==> src/rtl/fnd_pkg.sv <==
// Shared constants for the FND capture path.
// Holds the active-low 7-segment font table for hex 0..F (indexed by value),
// digit slot indices, and the scan-capture FSM state type.
package fnd_pkg;

  localparam int unsigned DIGITS = 4;
  localparam int unsigned SEG_W  = 7;
  localparam int unsigned NIB_W  = 4;

  localparam logic [1:0] DIG0 = 2'd0;
  localparam logic [1:0] DIG1 = 2'd1;
  localparam logic [1:0] DIG2 = 2'd2;
  localparam logic [1:0] DIG3 = 2'd3;

  // Segment patterns {g,f,e,d,c,b,a}, active-low; entry i encodes hex digit i.
  localparam logic [15:0][SEG_W-1:0] FONT_TABLE = {
    7'h0E, 7'h06, 7'h21, 7'h46, 7'h03, 7'h08, 7'h10, 7'h00,
    7'h78, 7'h02, 7'h12, 7'h19, 7'h30, 7'h24, 7'h79, 7'h40
  };

  typedef enum logic [1:0] {
    IDLE,
    SETTLE,
    HOLD
  } state_t;

endpackage

==> src/rtl/fnd_font_to_hex.sv <==
// Combinational reverse lookup of an active-low 7-segment font.
// Ports: seg   - segments {g,f,e,d,c,b,a}, active-low
//        value - decoded hex nibble (0 when not recognised)
//        valid - high when seg matches one of the 16 table entries
module fnd_font_to_hex
  import fnd_pkg::*;
(
  input  logic [SEG_W-1:0] seg,
  output logic [NIB_W-1:0] value,
  output logic             valid
);

  // Table entries are unique, so at most one iteration can hit.
  always_comb begin
    value = '0;
    valid = 1'b0;
    for (int i = 0; i < 16; i++) begin
      if (seg == FONT_TABLE[i]) begin
        value = NIB_W'(i);
        valid = 1'b1;
      end
    end
  end

endmodule

==> src/rtl/fnd_scan_capture.sv <==
// Receive side of a multiplexed 4-digit 7-segment bus: waits for a digit/font
// pair to be stable for STABLE_CYCLES samples, decodes the font back to hex and
// reassembles a 16-bit display word.
// Optional build macro: FND_SCAN_DP_CAPTURE_EN adds o_dp (per-digit dp, active-high).
// Ports: i_clk, i_reset (sync, active-high)
//        i_digit       - active-low one-hot digit enable, bit0 = least-significant
//        i_font        - active-low segments {dp,g,f,e,d,c,b,a}
//        o_value       - last complete frame {d3,d2,d1,d0}
//        o_frame_valid - one-cycle pulse when o_value updates
//        o_err         - one-cycle pulse on a stable but undecodable font
//        o_seen        - digits captured in the current partial frame
module fnd_scan_capture
  import fnd_pkg::*;
#(
  parameter int unsigned STABLE_CYCLES = 4,
  parameter int unsigned CNT_W         = 8
) (
  input  logic        i_clk,
  input  logic        i_reset,
  input  logic [3:0]  i_digit,
  input  logic [7:0]  i_font,
  output logic [15:0] o_value,
  output logic        o_frame_valid,
  output logic        o_err,
  output logic [3:0]  o_seen
`ifdef FND_SCAN_DP_CAPTURE_EN
  ,
  output logic [3:0]  o_dp
`endif
);

  localparam logic [CNT_W-1:0] STABLE_CNT = CNT_W'(STABLE_CYCLES);
  localparam logic             STABLE_ONE = (STABLE_CYCLES == 1);

  state_t                         state;
  logic [CNT_W-1:0]               cnt;
  logic [CNT_W-1:0]               cnt_inc;
  logic [3:0]                     smp_digit;
  logic [7:0]                     smp_font;
  logic [DIGITS-1:0][NIB_W-1:0]   slots;
  logic                           publish;
  logic                           legal;
  logic                           changed;
  logic [1:0]                     dig_idx;
  logic                           capture;
  logic [NIB_W-1:0]               dec_val;
  logic                           dec_ok;
  logic [3:0]                     seen_next;
`ifdef FND_SCAN_DP_CAPTURE_EN
  logic [DIGITS-1:0]              dp_slots;
`endif

  fnd_font_to_hex u_dec (
    .seg   (i_font[SEG_W-1:0]),
    .value (dec_val),
    .valid (dec_ok)
  );

  assign cnt_inc = cnt + CNT_W'(1);
  assign changed = ({i_digit, i_font} != {smp_digit, smp_font});

  // Exactly one low bit selects a slot; anything else counts as blanking.
  always_comb begin
    legal   = 1'b1;
    dig_idx = DIG0;
    unique case (i_digit)
      4'b1110: dig_idx = DIG0;
      4'b1101: dig_idx = DIG1;
      4'b1011: dig_idx = DIG2;
      4'b0111: dig_idx = DIG3;
      default: legal = 1'b0;
    endcase
  end

  // Capture fires on the edge that completes the required run of identical
  // samples; a fresh legal pattern already counts as the first sample.
  always_comb begin
    capture = 1'b0;
    unique case (state)
      IDLE:    capture = legal && STABLE_ONE;
      SETTLE:  capture = legal && (changed ? STABLE_ONE : (cnt_inc == STABLE_CNT));
      HOLD:    capture = legal && changed && STABLE_ONE;
      default: capture = 1'b0;
    endcase
  end

  // A publish clears the partial frame before any same-cycle capture lands.
  always_comb begin
    seen_next = publish ? 4'b0000 : o_seen;
    if (capture && dec_ok) seen_next[dig_idx] = 1'b1;
  end

  always_ff @(posedge i_clk) begin
    if (i_reset) begin
      state         <= IDLE;
      cnt           <= '0;
      smp_digit     <= '0;
      smp_font      <= '0;
      slots         <= '0;
      publish       <= 1'b0;
      o_value       <= '0;
      o_frame_valid <= 1'b0;
      o_err         <= 1'b0;
      o_seen        <= '0;
`ifdef FND_SCAN_DP_CAPTURE_EN
      dp_slots      <= '0;
      o_dp          <= '0;
`endif
    end else begin
      smp_digit     <= i_digit;
      smp_font      <= i_font;
      o_frame_valid <= publish;
      o_err         <= capture && !dec_ok;
      o_seen        <= seen_next;
      publish       <= capture && dec_ok && (seen_next == 4'b1111);

      if (publish) begin
        o_value <= slots;
`ifdef FND_SCAN_DP_CAPTURE_EN
        o_dp    <= dp_slots;
`endif
      end

      if (capture && dec_ok) begin
        slots[dig_idx]    <= dec_val;
`ifdef FND_SCAN_DP_CAPTURE_EN
        dp_slots[dig_idx] <= ~i_font[7];
`endif
      end

      unique case (state)
        IDLE: begin
          if (legal) begin
            cnt   <= CNT_W'(1);
            state <= capture ? HOLD : SETTLE;
          end
        end
        SETTLE: begin
          if (!legal) begin
            state <= IDLE;
          end else if (changed) begin
            cnt   <= CNT_W'(1);
            state <= capture ? HOLD : SETTLE;
          end else if (capture) begin
            state <= HOLD;
          end else begin
            cnt <= cnt_inc;
          end
        end
        HOLD: begin
          // Stay put for the rest of the dwell; only a change re-arms capture.
          if (changed) begin
            if (!legal) begin
              state <= IDLE;
            end else begin
              cnt   <= CNT_W'(1);
              state <= capture ? HOLD : SETTLE;
            end
          end
        end
        default: state <= IDLE;
      endcase
    end
  end

endmodule

==> config.mk <==
export PLATFORM = sky130hd
export DESIGN_NAME = fnd_scan_capture
export DESIGN_NICKNAME = d
export VERILOG_FILES = /design/src/rtl/fnd_pkg.sv /design/src/rtl/fnd_font_to_hex.sv /design/src/rtl/fnd_scan_capture.sv
export SDC_FILE = /design/constraint.sdc
export NUM_CORES = 1
export LEC_CHECK = 0
export CAP_MARGIN = 0
export CORE_MARGIN = 2
export CORE_UTILIZATION = 40
export CTS_CLUSTER_SIZE = 25
export DETAILED_ROUTE_END_ITERATION = 6
export SYNTH_ARGS = -nofsm -noshare
export SYNTH_HDL_FRONTEND = slang
export SYNTH_SLANG_ARGS = --single-unit
==> constraint.sdc <==
create_clock -name i_clk -period 5.5 [get_ports i_clk]
set_input_delay 0.825 -clock i_clk [delete_from_list [all_inputs] [get_ports i_clk]]
set_output_delay 0.825 -clock i_clk [all_outputs]
set_load 0.01 [all_outputs]
==> results of run 1 <==
## final timing paths
path,endpoint,slack (ps),startpoint
min reg2reg,slots[5],460,slots[5]
min,slots[5],460,slots[5]
max reg2reg,slots[8],2740,cnt[0]
max,cnt[4],2370,i_font[0]
## registers in the layout, indices dropped and copies added (netlist names)
signal,count
o_frame_valid,1
o_seen,4
publish,1
slots,16
o_value,16
smp_font,8
o_err,1
state,2
cnt,8
smp_digit,4
## layer usage
| layer | part of all wire (%) | up-vias |
|---|---|---|
| li1 | - | 1188 |
| met1 | 50 | 1086 |
| met2 | 44 | 58 |
| met3 | 5.3 | 6 |
| met4 | 0.89 | 0 |
| met5 | 0 | - |
## layout by cell type, fill, tap and decap left out, types with 5 or more instances in the layout
master / n
a21oi_1: 12
and3_1: 6
clkbuf_8: 9
clkdlybuf4s50_1: 35
dfxtp_1: 61
mux2i_1: 33
nand2_1: 28
nand2b_1: 5
nand3_1: 6
nand4_1: 6
nor2_1: 31
nor2b_1: 11
nor3_1: 7
nor3b_1: 6
nor4_1: 5
xnor2_1: 9
## cell type report
cell class	count	area, sq um
Clock buffer	9	124
Clock inverter	7	50.0
Fill cell	722	3740
Inverter	5	18.8
Multi-Input combinational cell	230	1660
Sequential cell	61	1220
Tap cell	99	124
Timing Repair Buffer	36	358
## logic make-up after synthesis
family                   after synthesis  synth area share, %
AND/OR/NAND/NOR                      135                 25.8
XOR/XNOR                              15                 6.46
adder cells (fa/ha/maj)                2                0.828
buffers and inverters                 28                 4.76
AO/OA/AOI/OAI                         45                 10.8
multiplexers                          33                 10.9
flip-flops                            61                 40.4
## critical path, cell delays in order
cell,delay [ps]
clkdlybuf4s50_1,880
xnor2_4,190
nand4_4,110
or3_4,400
or4_4,530
or3_1,330
a21oi_1,130
## metrics by stage
| step | worst slack [ps] | std cells | util (%) | hold WS (ps) | cell area, sq um |
|---|---|---|---|---|---|
| 3_5_place_dp | 2000 | 431 | 46.3 | 455 | 3380 |
| 3_3_place_gp | 2060 | 431 | 46.3 | 452 | 3380 |
| 2_1_floorplan | 2850 | 319 | - | 438 | 3020 |
| 5_1_grt | 2230 | 447 | 48.7 | 490 | 3550 |
| 6_report | 2370 | 447 | 48.7 | 464 | 3550 |
| 4_1_cts | 2360 | 447 | 48.7 | 471 | 3550 |
## power groups by stage
stage,sequential (W),combinational (W),clock [W]
after floorplan,0.000461,0.0000596,0
after global placement,0.000462,0.0000764,0
after detailed placement,0.000462,0.0000769,0
after CTS,0.000452,0.0000774,0.000364
after global routing,0.000452,0.0000844,0.000382
final,0.000452,0.0000771,0.000351
==> results.json, run 1 <==
{
  "ys_ff_latch": 61,
  "drt_first_iter_violations": 185,
  "arrival_ps": 3400,
  "rsz0062_at_grt": "false",
  "p_int_w": 0.000645,
  "ys_top_cells_by_area": "dfxtp_1, mux2i_1, nor2_1",
  "antenna_found_initial": 0,
  "finalWeightedCongestion": 0.749,
  "totalWireLength_microns": 6170,
  "yosys_warnings": 0,
  "clk_latency_ps": 340,
  "synthCells": 319,
  "syn_nets": 335,
  "root_buffer": "clkbuf_8",
  "power_frac_seq_pct": 51.4,
  "hpwlAfterDp_microns": 4230,
  "setup_tns_ps": 0,
  "hold_buffers": 0,
  "antennaDiodeCount": 0,
  "wl_per_cell_microns": 13.8,
  "cts_max_path_buffers": 2,
  "overflow": 0,
  "cts_max_level": 3,
  "cts_resized": 0,
  "hold_viol": 0,
  "worst_pin_slew_ps": 1090,
  "track_usage_pct": 16.0,
  "synth.avg_cell_area_sq_um": 9.47,
  "synthFlopType": "dfxtp_1",
  "fin_crit_ps": 3130,
  "vias": 2338,
  "hold_depth": 2,
  "first_pass_iters": 4,
  "numCtsBuffers": 9,
  "drc": 0,
  "synthTopCellsByCount": "dfxtp_1, mux2i_1, nor2_1, nand2_1, a21oi_1",
  "path_max_fanout": 17,
  "die_h_microns": 90.9,
  "met1_usage_pct": 20.9,
  "setup_viol": 0,
  "cts_setup_buffers": 0,
  "combinationalPowerShare_pct": 8.8,
  "nets": 359,
  "async_flop_share_pct": 0,
  "gr-usage-met2_pct": 25.1,
  "swShare_pct": 26.7,
  "skew_ps": 11.4,
  "power_frac_clock_pct": 39.9,
  "status": "completed",
  "p_sw_w": 0.000235,
  "path_class": "primary input to flip-flop",
  "area_delta_synth_final_pct": 17.6,
  "postRouteAntennaNets": 0,
  "grt_max_degree": 46,
  "critPathRequiredTime_ps": 5770,
  "grt_pass1_wl_microns": 10700,
  "synth.most_common_cell": "dfxtp_1",
  "synth-seq-area-share_pct": 40.4,
  "cap_violations": 0,
  "slew_violations": 0,
  "hold_path.class": "flip-flop to flip-flop",
  "row_count": 31,
  "drive_above_1_share_pct": 9.77,
  "fmax_ghz": 0.320,
  "crit_path_end_kind": "flip-flop",
  "cts.sinks": 61,
  "cts_tree": "built",
  "vias_per_cell": 5.23,
  "report.power.total_w": 0.000880,
  "grtUsageMet3_pct": 5.68,
  "synth_edf_count": 0,
  "initial_core_util_pct": 41.4,
  "ys_types": 60,
  "port_buffers": 35,
  "slew_headroom_pct": 27.5,
  "yosysTopAreaCell": "dfxtp_1",
  "busiest_layer": "met2",
  "ir_drop_mv": 0.204,
  "die_x_microns": 90.9,
  "clk_pin_slew_worst_paths_ps": 80,
  "p_leak_nw": 1.34,
  "syn_area_sq_um": 3020,
  "cp-start-kind": "primary input",
  "dieArea_sq_um": 8270,
  "ios": 36,
  "period_share_pct": 56.9,
  "powerDensity_nw_per_um2": 248,
  "yosysTopAreaCellShare_pct": 40.4,
  "core_sq_um": 7290,
  "reg2regPathDepth": 7,
  "grt_pass1_vias": 2204
}
(Power assumes the default switching activity.)
==> run 2, diff against run 1 <==
==> constraint.sdc (replaced) <==
create_clock -name i_clk -period 3 [get_ports i_clk]
set_input_delay 0.45 -clock i_clk [delete_from_list [all_inputs] [get_ports i_clk]]
set_output_delay 0.45 -clock i_clk [all_outputs]
set_load 0.01 [all_outputs]
==> run 2 against run 1 <==
  * Flip-flop and latch count unchanged
  * Via count rose by 1.9%
  * Routed wire length increased by 5.4%
  * Critical endpoint is now slots[8]
==> results.json, run 2 (synthesized netlist as in run 1, its figures left out) <==
{
  "antennaDiodeCount": 0,
  "path_class": "flip-flop to flip-flop",
  "finalWeightedCongestion": 0.834,
  "r2r-start": "cnt[1]",
  "ir_drop_mv": 0.278,
  "hold_viol": 0,
  "grt_pass1_vias": 2296,
  "gr-usage-met2_pct": 26.2,
  "ios": 36,
  "overflow": 0,
  "die_h_microns": 90.9,
  "setup_ws_ps": 187,
  "layout_common_cells": "dfxtp_1, clkdlybuf4s50_1, mux2i_1",
  "grtUsageMet3_pct": 6.01,
  "cts.sinks": 61,
  "arrival_ps": 3040,
  "antenna_found_initial": 0,
  "cts_max_level": 3,
  "grt_pass1_wl_microns": 11000,
  "busiest_layer": "met2",
  "cp_slowest_cell": "and4b_1",
  "regToRegEndpoint": "slots[8]",
  "core_sq_um": 7290,
  "cp-start-kind": "flip-flop",
  "crit_path_end_kind": "flip-flop",
  "dieArea_sq_um": 8270,
  "holdPathEnd": "slots[5]",
  "reg2regPathDepth": 7,
  "powerDensity_nw_per_um2": 482,
  "row_count": 31,
  "skew_ps": 8.61,
  "hold_depth": 2,
  "initial_core_util_pct": 41.4,
  "area_delta_synth_final_pct": 24.0,
  "hpwlAfterDp_microns": 4570,
  "wl_per_cell_microns": 14.0,
  "path_cells": "ha_1 -> nand3_1 -> o21a_1 -> a2111oi_2 -> and4b_1 -> nand3_2 -> mux2i_1",
  "rrSetupSlack_ps": 190,
  "cts_resized": 0,
  "vias_per_cell": 5.11,
  "track_usage_pct": 16.6,
  "setup_tns_ps": 0,
  "period_share_pct": 93.8,
  "critPathRequiredTime_ps": 3220,
  "dp_slack_ps": 136,
  "fmax_ghz": 0.355,
  "slew_headroom_pct": 26.6,
  "postRouteAntennaNets": 0,
  "worst_pin_slew_ps": 1100,
  "numCtsBuffers": 9,
  "cts_setup_buffers": 0,
  "hold_buffers": 0,
  "drive_above_1_share_pct": 14.2,
  "path_max_fanout": 7,
  "first_pass_iters": 4,
  "layout_commonest_cell": "dfxtp_1",
  "root_buffer": "clkbuf_8",
  "final_cell_area_sq_um": 3750,
  "cap_violations": 0,
  "reg_top3": "o_value x16, slots x16",
  "place_area_sq_um": 3520,
  "status": "completed",
  "hold_path.class": "flip-flop to flip-flop",
  "fin_crit_ps": 2810,
  "clk_pin_slew_worst_paths_ps": 70,
  "hold_start": "slots[5]",
  "cts_tree": "built",
  "p_leak_nw": 1.45,
  "vias": 2382,
  "die_x_microns": 90.9,
  "slew_violations": 0,
  "setup_viol": 0,
  "fillers": 703,
  "nets": 378,
  "port_buffers": 35,
  "grt_max_degree": 25,
  "crit_path_max_incr_delay_ps": 590,
  "rsz0062_at_grt": "false",
  "drc": 0,
  "drt_first_iter_violations": 139,
  "cts_max_path_buffers": 2,
  "totalWireLength_microns": 6510,
  "met1_usage_pct": 21.4,
  "clk_latency_ps": 340
}
==> run 2: changes by cell type in the layout (fill, tap and decap cells not counted), sizes merged <==
cell      previous run  this run
clkinv               3         2
inv                  6         4
clkinvlp             3         2
clkbuf               9        11
buf                  1        20
bufinv               0         2
==> run 2: worst max path at each step <==
stage,from,end,slack (ps),cells after the start
final,cnt[1],slots[8],190,7
after global routing,cnt[1],slots[8],70,7
after CTS,cnt[0],slots[8],230,7
after detailed placement,i_digit[1],cnt[4],140,7
after global placement,i_digit[1],cnt[4],150,7
after floorplan,i_font[0],cnt[4],730,7
==> run 2: metal layers <==
metal	wire length, microns	vias to the layer above	part of all wire (%)
li1	-	1225	-
met1	3200	1103	49
met2	2930	45	45
met3	302	9	4.6
met4	78	0	1.2
met5	0	-	0
==> run 2: critical path: cells and delay by family (launching register included) <==
| kind | cells | cell delay, ps |
|---|---|---|
| AND/OR/NAND/NOR | 3 | 1020 |
| adder cells (fa/ha/maj) | 1 | 280 |
| flip-flops | 1 | 450 |
| multiplexers | 1 | 160 |
| AO/OA/AOI/OAI | 2 | 780 |
==> run 2: layout make-up <==
cell class | count | area (sq um) | area share, %
multi-input combinational | 230 | 1660 | 44.2
inverter | 5 | 18.8 | 0.501
tap | 99 | 124 | 3.31
clock inverter | 5 | 83.8 | 2.24
clock buffer | 11 | 141 | 3.77
sequential | 61 | 1220 | 32.6
timing repair buffer | 55 | 500 | 13.4
==> run 2: per-stage QoR <==
step	total power (W)	std cells	hold slack, ps	util (%)
floorplan	0.000955	319	438	-
global placement	0.00101	450	448	48.3
detailed placement	0.00101	450	453	48.3
CTS	0.00184	466	469	51.4
global route	0.00189	466	483	51.4
finish	0.00181	466	462	51.4
==> run 2: where the power goes <==
part	internal [W]	total [W]	switching, W
Sequential	0.000820	0.000829	0.00000828
Clock	0.000492	0.000814	0.000322
Combinational	0.0000776	0.000164	0.0000864
Total	0.00139	0.00181	0.000417
==> run 3, diff against run 2 <==
--- a/config.mk
+++ b/config.mk
@@ -10,6 +10,7 @@
 export CORE_UTILIZATION = 40
 export CTS_CLUSTER_SIZE = 25
 export DETAILED_ROUTE_END_ITERATION = 6
+export MAX_ROUTING_LAYER = met4
 export SYNTH_ARGS = -nofsm -noshare
 export SYNTH_HDL_FRONTEND = slang
 export SYNTH_SLANG_ARGS = --single-unit
==> run 3 against run 2 <==
  * Worst setup slack lost 2.6 ps
  * Clock skew about the same
  * Critical path depth unchanged
  * Global-route usage is 0.49 points higher
  * Flip-flop and latch count is the same
  * Cell count stayed put
  * Routed wire length is 0.14% lower
  * Clock power about the same
  * Cell area unchanged
  * Largest cell class unchanged
  * Worst hold slack about the same
  * Die area unchanged
  * Count of clock-buffer cells in the layout unchanged
==> results.json, run 3 (synthesized netlist as in run 1, its figures left out) <==
{
  "finalWeightedCongestion": 0.847,
  "core_sq_um": 7290,
  "cts_setup_buffers": 0,
  "cts_resized": 0,
  "drt_first_iter_violations": 139,
  "busiest_layer": "met2",
  "root_buffer": "clkbuf_8",
  "antenna_found_initial": 0,
  "dpl.cell_count": 450,
  "port_buffers": 35,
  "arrival_ps": 3040,
  "rrSetupSlack_ps": 180,
  "wl_per_cell_microns": 13.9,
  "setup_viol": 0,
  "hold_start": "slots[5]",
  "period_share_pct": 93.9,
  "crit_path_end_kind": "flip-flop",
  "holdPathEnd": "slots[5]",
  "dieArea_sq_um": 8270,
  "antennaDiodeCount": 0,
  "drc": 0,
  "grt_max_degree": 25,
  "place_area_sq_um": 3520,
  "grt_pass1_wl_microns": 11000,
  "cts_max_path_buffers": 2,
  "skew_ps": 8.78,
  "grtUsageMet3_pct": 5.93,
  "drive_above_1_share_pct": 14.2,
  "cp_slowest_cell": "and4b_1",
  "layout_common_cells": "dfxtp_1, clkdlybuf4s50_1, mux2i_1",
  "track_usage_pct": 17.1,
  "die_x_microns": 90.9,
  "hold_depth": 2,
  "row_count": 31,
  "hold_viol": 0,
  "cts_max_level": 3,
  "totalWireLength_microns": 6500,
  "cts.sinks": 61,
  "rsz0062_at_grt": "false",
  "critPathTopFamily": "simple AND/OR/NAND/NOR gates",
  "path_buf_inv": 0,
  "numCtsBuffers": 9,
  "ios": 36,
  "status": "completed",
  "die_h_microns": 90.9,
  "hold_path.class": "flip-flop to flip-flop",
  "postRouteAntennaNets": 0,
  "hpwlAfterDp_microns": 4570,
  "path_cells": "ha_1 -> nand3_1 -> o21a_1 -> a2111oi_2 -> and4b_1 -> nand3_2 -> mux2i_1",
  "cts_tree": "built",
  "reg2regPathDepth": 7,
  "hold_buffers": 0,
  "area_delta_synth_final_pct": 24.0,
  "path_class": "flip-flop to flip-flop",
  "reg_top3": "o_value x16, slots x16",
  "worst_pin_slew_ps": 1100,
  "crit_path_max_incr_delay_ps": 590,
  "cp-start-kind": "flip-flop",
  "path_max_fanout": 7,
  "slew_headroom_pct": 26.7,
  "gr-usage-met2_pct": 26.2,
  "vias_per_cell": 5.12,
  "setup_tns_ps": 0,
  "first_pass_iters": 4,
  "slew_violations": 0,
  "r2r-start": "cnt[1]",
  "fmax_ghz": 0.355,
  "clk_latency_ps": 340,
  "vias": 2385,
  "met1_usage_pct": 21.5,
  "p_leak_nw": 1.45,
  "ir_drop_mv": 0.278,
  "layout_commonest_cell": "dfxtp_1",
  "final_cell_area_sq_um": 3750,
  "instances_no_fill": 466,
  "cap_violations": 0,
  "fin_crit_ps": 2820,
  "initial_core_util_pct": 41.4,
  "overflow": 0,
  "regToRegEndpoint": "slots[8]",
  "grt_pass1_vias": 2289,
  "clk_pin_slew_worst_paths_ps": 70,
  "nets": 378,
  "powerDensity_nw_per_um2": 482,
  "critPathRequiredTime_ps": 3220
}
run 3: how the worst max path moves through the flow:
| stage | startpoint | endpoint | slack [ps] | cells after the start |
|---|---|---|---|---|
| final | cnt[1] | slots[8] | 180 | 7 |
| after global routing | cnt[1] | slots[8] | 70 | 7 |
| after CTS | cnt[0] | slots[8] | 230 | 7 |
| after detailed placement | i_digit[1] | cnt[4] | 140 | 7 |
| after global placement | i_digit[1] | cnt[4] | 150 | 7 |
| after floorplan | i_font[0] | cnt[4] | 730 | 7 |
run 3: per-stage QoR:
| stage | worst slack, ps | hold WS [ps] | utilization [%] | total power, W |
|---|---|---|---|---|
| floorplan | 729 | 438 | - | 0.000955 |
| global placement | 146 | 448 | 48.3 | 0.00101 |
| detailed placement | 136 | 453 | 48.3 | 0.00101 |
| CTS | 232 | 469 | 51.4 | 0.00184 |
| global route | 65.7 | 483 | 51.4 | 0.00189 |
| finish | 184 | 462 | 51.4 | 0.00181 |
run 3: metal layers:
metal | vias to the layer above | routed length [microns]
met3 | 10 | 291
met5 | - | 0
li1 | 1226 | -
met2 | 46 | 2930
met1 | 1103 | 3210
met4 | 0 | 69
run 3: worst register-to-register path, stage by stage, from the launching register on:
cell       delay (ps)
dfxtp_1           450
ha_1              280
nand3_1           190
o21a_1            250
a2111oi_2         530
and4b_1           590
nand3_2           240
mux2i_1           170
run 3: cell type report:
cell class | instances | area (sq um)
fillers | 703 | 3550
multi-input cells | 230 | 1660
flip-flops and latches | 61 | 1220
repair buffers | 55 | 500
clock buffers | 11 | 141
well taps | 99 | 124
clock inverters | 5 | 83.8
inverters | 5 | 18.8
run 3: where the power goes:
part | internal (W) | switching (W) | total [W]
registers | 0.000820 | 0.00000828 | 0.000829
logic | 0.0000776 | 0.0000864 | 0.000164
clock network | 0.000492 | 0.000321 | 0.000813
==> patch 1 (flow settings as in run 1) <==
Change the parameter `CNT_W` from 8 to 10.
--- a/src/rtl/fnd_scan_capture.sv
+++ b/src/rtl/fnd_scan_capture.sv
@@ -13,7 +13,7 @@
   import fnd_pkg::*;
 #(
   parameter int unsigned STABLE_CYCLES = 4,
-  parameter int unsigned CNT_W         = 8
+  parameter int unsigned CNT_W         = 10
 ) (
   input  logic        i_clk,
   input  logic        i_reset,
Behaviour: same outputs for any inputs over 10 cycles, from zero or initial values and one cycle with i_reset high; that may be too few to reach the edited logic, so the function may still have changed.
==> patch 1 against run 1 <==
  * Area after synthesis up 9.8%
  * Largest power group unchanged
  * Cell count up 10%
  * Critical endpoint is now slots[3]
  * Total power up 14%
  * Sequential share of layout area fell by 2.0 points
  * Highest routed layer unchanged
  * Sequential cell count rose by 2
  * Worst setup slack lost 0.0028 ns
  * Cell area rose by 9.7%
  * Non-clock buffer count is the same
  * Wire length increased by 12%
  * Via count is 9.0% higher
==> patch 1: results (changes against run 1) <==
[detailed_routing]
met2_length_mm=3.06  ; was 2.72 mm
wl_met1_mm=3.45  ; was 3.07 mm
post_drt_via_cell_ratio=5.17  ; was 5.23
drtIter0Drc=110  ; was 185
wl_met3_um=335  ; was 328 µm

[power]
leakage_uw=0.00141  ; was 0.00134 µW
switching_share_pct=25.0  ; was 26.7%
p_seq_uw=465  ; was 452 µW
p_comb_share_pct=7.9  ; was 8.8%
ir_drop_mv=0.128  ; was 0.204 mV

[logic_synthesis]
yosys-top-cells-area=dfxtp_1, mux2i_1, nand2_1, nor2_1, nor2b_1  ; was dfxtp_1, mux2i_1, nor2_1, nand2_1, xnor2_4
synth_commonest_cells=dfxtp_1, nand2_1, mux2i_1, nor2_1, nor2b_1  ; was dfxtp_1, mux2i_1, nor2_1, nand2_1, a21oi_1
synth_xor_xnor_area_share_pct=5.39  ; was 6.46%
netlist_instances=359  ; was 319
synth-compound-area-share_pct=12.7  ; was 10.8%
yosys.area_share.adder_pct=0.754  ; was 0.828%
synth_cell_types=62  ; was 60
ys_seq_area_share_pct=38.0  ; was 40.4%
synth_nets=375  ; was 335

[final_layout]
areaGrowthSynthToFinish_pct=17.4  ; was 17.6%
fillCellCount=767  ; was 722
stdcell_count=493  ; was 447
reg.largest.list=o_value (16), slots (16), cnt (10)  ; was o_value (16), slots (16)
layout.nets=399  ; was 359

[place]
place_congestion=0.792  ; was 0.749
dpl_cell_area_um2=3670  ; was 3380 µm²
place_inst=477  ; was 431
dp_worst_setup_slack_ns=2.05  ; was 2.00 ns

[setup_path]
crit_arrival_ns=3.39  ; was 3.40 ns
critPathMaxFanout=18  ; was 17
cpLargestDelayFamily=buffers and inverters  ; was simple AND/OR/NAND/NOR gates

[sta]
relSlewSlack_pct=24.6  ; was 27.5%

[grt]
grt_pass1_vias=2419  ; was 2204
gr-usage-met3_pct=5.38  ; was 5.68%
use_met1_pct=23.0  ; was 20.9%
grt_max_degree=37  ; was 46

[outcome]
status=finished clean  ; unchanged

## patch 1: changes by cell type in the layout (fill, tap and decap cells not counted), sizes merged, moves of 3 or more
cell / change
nand2: +9
or2: +4
nor3: +3
inv: +8
a31o: -3
clkinv: -3
o21ai: +9
nand4b: +4
nor2b: +3
or4: -3
a21o: +8
## patch 1: final cells by class
type / instances / area share (%)
clock buffer: 9 / 3.18
clock inverter: 7 / 2.63
inverter: 10 / 0.963
multi-input combinational: 263 / 48.3
sequential: 63 / 32.4
tap: 105 / 3.37
timing repair buffer: 36 / 9.18
## patch 1: path summary, 6_finish.rpt
kind	startpoint	end	slack, ns	cells past startpoint
setup / recovery	i_font[0]	slots[3]	2.37	7
hold reg to reg	slots[4]	slots[4]	0.47	2
setup reg to reg	cnt[0]	slots[13]	3.19	7
hold / removal	slots[4]	slots[4]	0.47	2
==> patch 2 (config.mk and constraints of run 1) <==
Made on the original files. The output `o_err` loses its register stage (`o_err` becomes a continuous assignment). Comments in the files are not updated.
--- a/src/rtl/fnd_scan_capture.sv
+++ b/src/rtl/fnd_scan_capture.sv
@@ -100,7 +100,6 @@
       publish       <= 1'b0;
       o_value       <= '0;
       o_frame_valid <= 1'b0;
-      o_err         <= 1'b0;
       o_seen        <= '0;
 `ifdef FND_SCAN_DP_CAPTURE_EN
       dp_slots      <= '0;
@@ -110,7 +109,6 @@
       smp_digit     <= i_digit;
       smp_font      <= i_font;
       o_frame_valid <= publish;
-      o_err         <= capture && !dec_ok;
       o_seen        <= seen_next;
       publish       <= capture && dec_ok && (seen_next == 4'b1111);
 
@@ -163,5 +161,7 @@
     end
   end
 
+  assign o_err = capture && !dec_ok;
+
 endmodule
 
Formal check against the unedited RTL: not equivalent (Yosys sat finds a counterexample within 4 cycles, from zero or initial values and one cycle with i_reset high).
==> patch 2 against run 1 <==
  * Die area down 0.44%
  * Sequential cell count down 1
  * Cell area down 0.74%
  * Area after synthesis down 0.46%
  * Synthesized cell count up 3.4%
  * Worst setup slack worse by 1.1 ns
  * Critical path depth unchanged
  * Total power up 2.9%
  * Wire length up 6.8%
  * First-iteration DRC count up 22%
  * Clock skew about the same
  * Fmax down 27%
==> patch 2: results (changes against run 1) <==
[detailed_routing]
dr.pass1.iters=4  ; unchanged
wirelength_mm=6.59  ; was 6.17 mm
post_drt_via_cell_ratio=5.26  ; was 5.23
drtIter0Drc=226  ; was 185

[clock_network]
cts_htree_levels=3  ; unchanged
clockRootBuffer=clkbuf_8  ; unchanged
postCtsSetupRepairBufs=0  ; unchanged
cts_resized=0  ; unchanged
cts_made_buffers=9  ; unchanged
clk_pin_slew_ns=0.07
clk_latency_ns=0.34  ; about the same
clk_path_buf_depth=2  ; unchanged

[setup_path]
critPathMaxFanout=18  ; was 17
rrSetupSlack_ns=3.08  ; was 2.74 ns
crit_arrival_ns=3.43  ; was 3.40 ns
reg2reg_depth=7  ; unchanged
r2r-start=cnt[0]  ; unchanged
reg2reg_to=cnt[1]  ; was slots[8]

[sta]
relSlewSlack_pct=27.5  ; about the same
worst_clock_skew_ns=0.0110  ; was 0.0114 ns
setup_tns_ns=0  ; unchanged

[final_layout]
reg.largest.list=o_value (16), slots (16)  ; unchanged
drive_gt1_share_pct=9.86  ; was 9.77%
num_antenna_cells=0  ; unchanged
layout.nets=366  ; was 359

[power]
ir_drop_mv=0.145  ; was 0.204 mV
leakage_uw=0.00135  ; was 0.00134 µW

[grt]
antenna_found_initial=0  ; unchanged
grt_max_degree=45  ; was 46
grt_pass1_vias=2264  ; was 2204
grt_pass1_wl_mm=11.3  ; was 10.7 mm
grt_util_all_layers_pct=17.2  ; was 16.0%

[place]
place_congestion=0.869  ; was 0.749
hpwl_mm=4.41  ; was 4.23 mm
dp_worst_setup_slack_ns=1.26  ; was 2.00 ns
port_buffers=35  ; unchanged

[worst_hold_path]
hold_start=slots[10]  ; was slots[5]
holdPathEnd=slots[10]  ; was slots[5]
hp-class=reg2reg  ; unchanged
hold_path_depth=2  ; unchanged

[logic_synthesis]
async_flop_share_pct=0  ; unchanged
synth_cell_types=56  ; was 60
yosys-top-cells-area=dfxtp_1, mux2i_1, nand2_1, xor2_1, nor2_1  ; was dfxtp_1, mux2i_1, nor2_1, nand2_1, xnor2_4
synth_nets=346  ; was 335
ys_seq_area_share_pct=39.9  ; was 40.4%
synth_commonest_cells=dfxtp_1, nand2_1, mux2i_1, nor2_1, nor2b_1  ; was dfxtp_1, mux2i_1, nor2_1, nand2_1, a21oi_1
yosys_warnings=0  ; unchanged

[outcome]
status=finished clean  ; unchanged

## patch 2: changes by cell type after synthesis, moves of 4 or more
cell / delta
a32oi_1: +4
and3_1: -4
and4_1: +5
buf_2: +8
nand2_1: +8
nor2b_1: +6
xnor2_1: -7
xor2_1: +11
## patch 2: final cells by class
class	instances	area, µm²
inverters	7	26.3
flip-flops and latches	60	1200
repair buffers	36	358
fillers	703	3730
multi-input cells	236	1620
clock inverters	4	48.8
clock buffers	12	145
well taps	99	124
## patch 2: how the worst max path moves through the flow
stage	to	slack, ns	from
finish	o_err	1.24	i_font[3]
global route	o_err	1.11	i_font[3]
CTS	o_err	1.26	i_font[3]
detailed placement	o_err	1.26	i_font[3]
global placement	o_err	1.36	i_font[3]
floorplan	o_err	2.54	i_font[4]
## patch 2: cell families (layout without fill, tap and decap cells)
kind of cell               after synthesis  in the layout  synth area share, %
AOI/OAI and AO/OA                       46             46                 11.9
xor gates and xnor gates                15             15                 4.37
adders and majority gates                2              2                0.832
buffers and inverters                   34             59                 6.11
DFF                                     60             60                 39.9
muxes                                   31             31                 10.3
and+or+nand+nor                        142            142                 26.5
## patch 2: layer usage
metal,global-route usage (%),vias up,share of wire (%)
met2,25.7,63,46
met1,23.2,1112,48
met4,5.90,0,1.5
met3,5.43,9,4.9
li1,-,1203,-
met5,0,-,0
## patch 2: through the flow
| step | utilization, % | std cells | hold slack, ns | instance area (µm²) |
|---|---|---|---|---|
| after CTS | 48.6 | 454 | 0.470 | 3530 |
| after detailed placement | 45.9 | 438 | 0.455 | 3330 |
| after global routing | 48.6 | 454 | 0.483 | 3530 |
| final | 48.6 | 454 | 0.466 | 3530 |
| after floorplan | - | 330 | 0.434 | 3010 |
| after global placement | 45.9 | 438 | 0.451 | 3330 |
## patch 2: worst max-delay path, stage by stage
cell	delay, ns
clkdlybuf4s50_1	0.73
xor2_1	0.30
nor4_2	0.43
and4_1	0.34
nand3_1	0.12
nor2_1	0.13
clkdlybuf4s50_1	0.54
## patch 2: where the power goes
| part | internal (µW) | leakage, µW | total, µW | switching [µW] |
|---|---|---|---|---|
| Clock | 221 | 0.000100 | 395 | 174 |
| Sequential | 440 | 0.000487 | 444 | 3.36 |
| Combinational | 25.2 | 0.000764 | 66.9 | 41.7 |
| Total | 687 | 0.00135 | 905 | 219 |
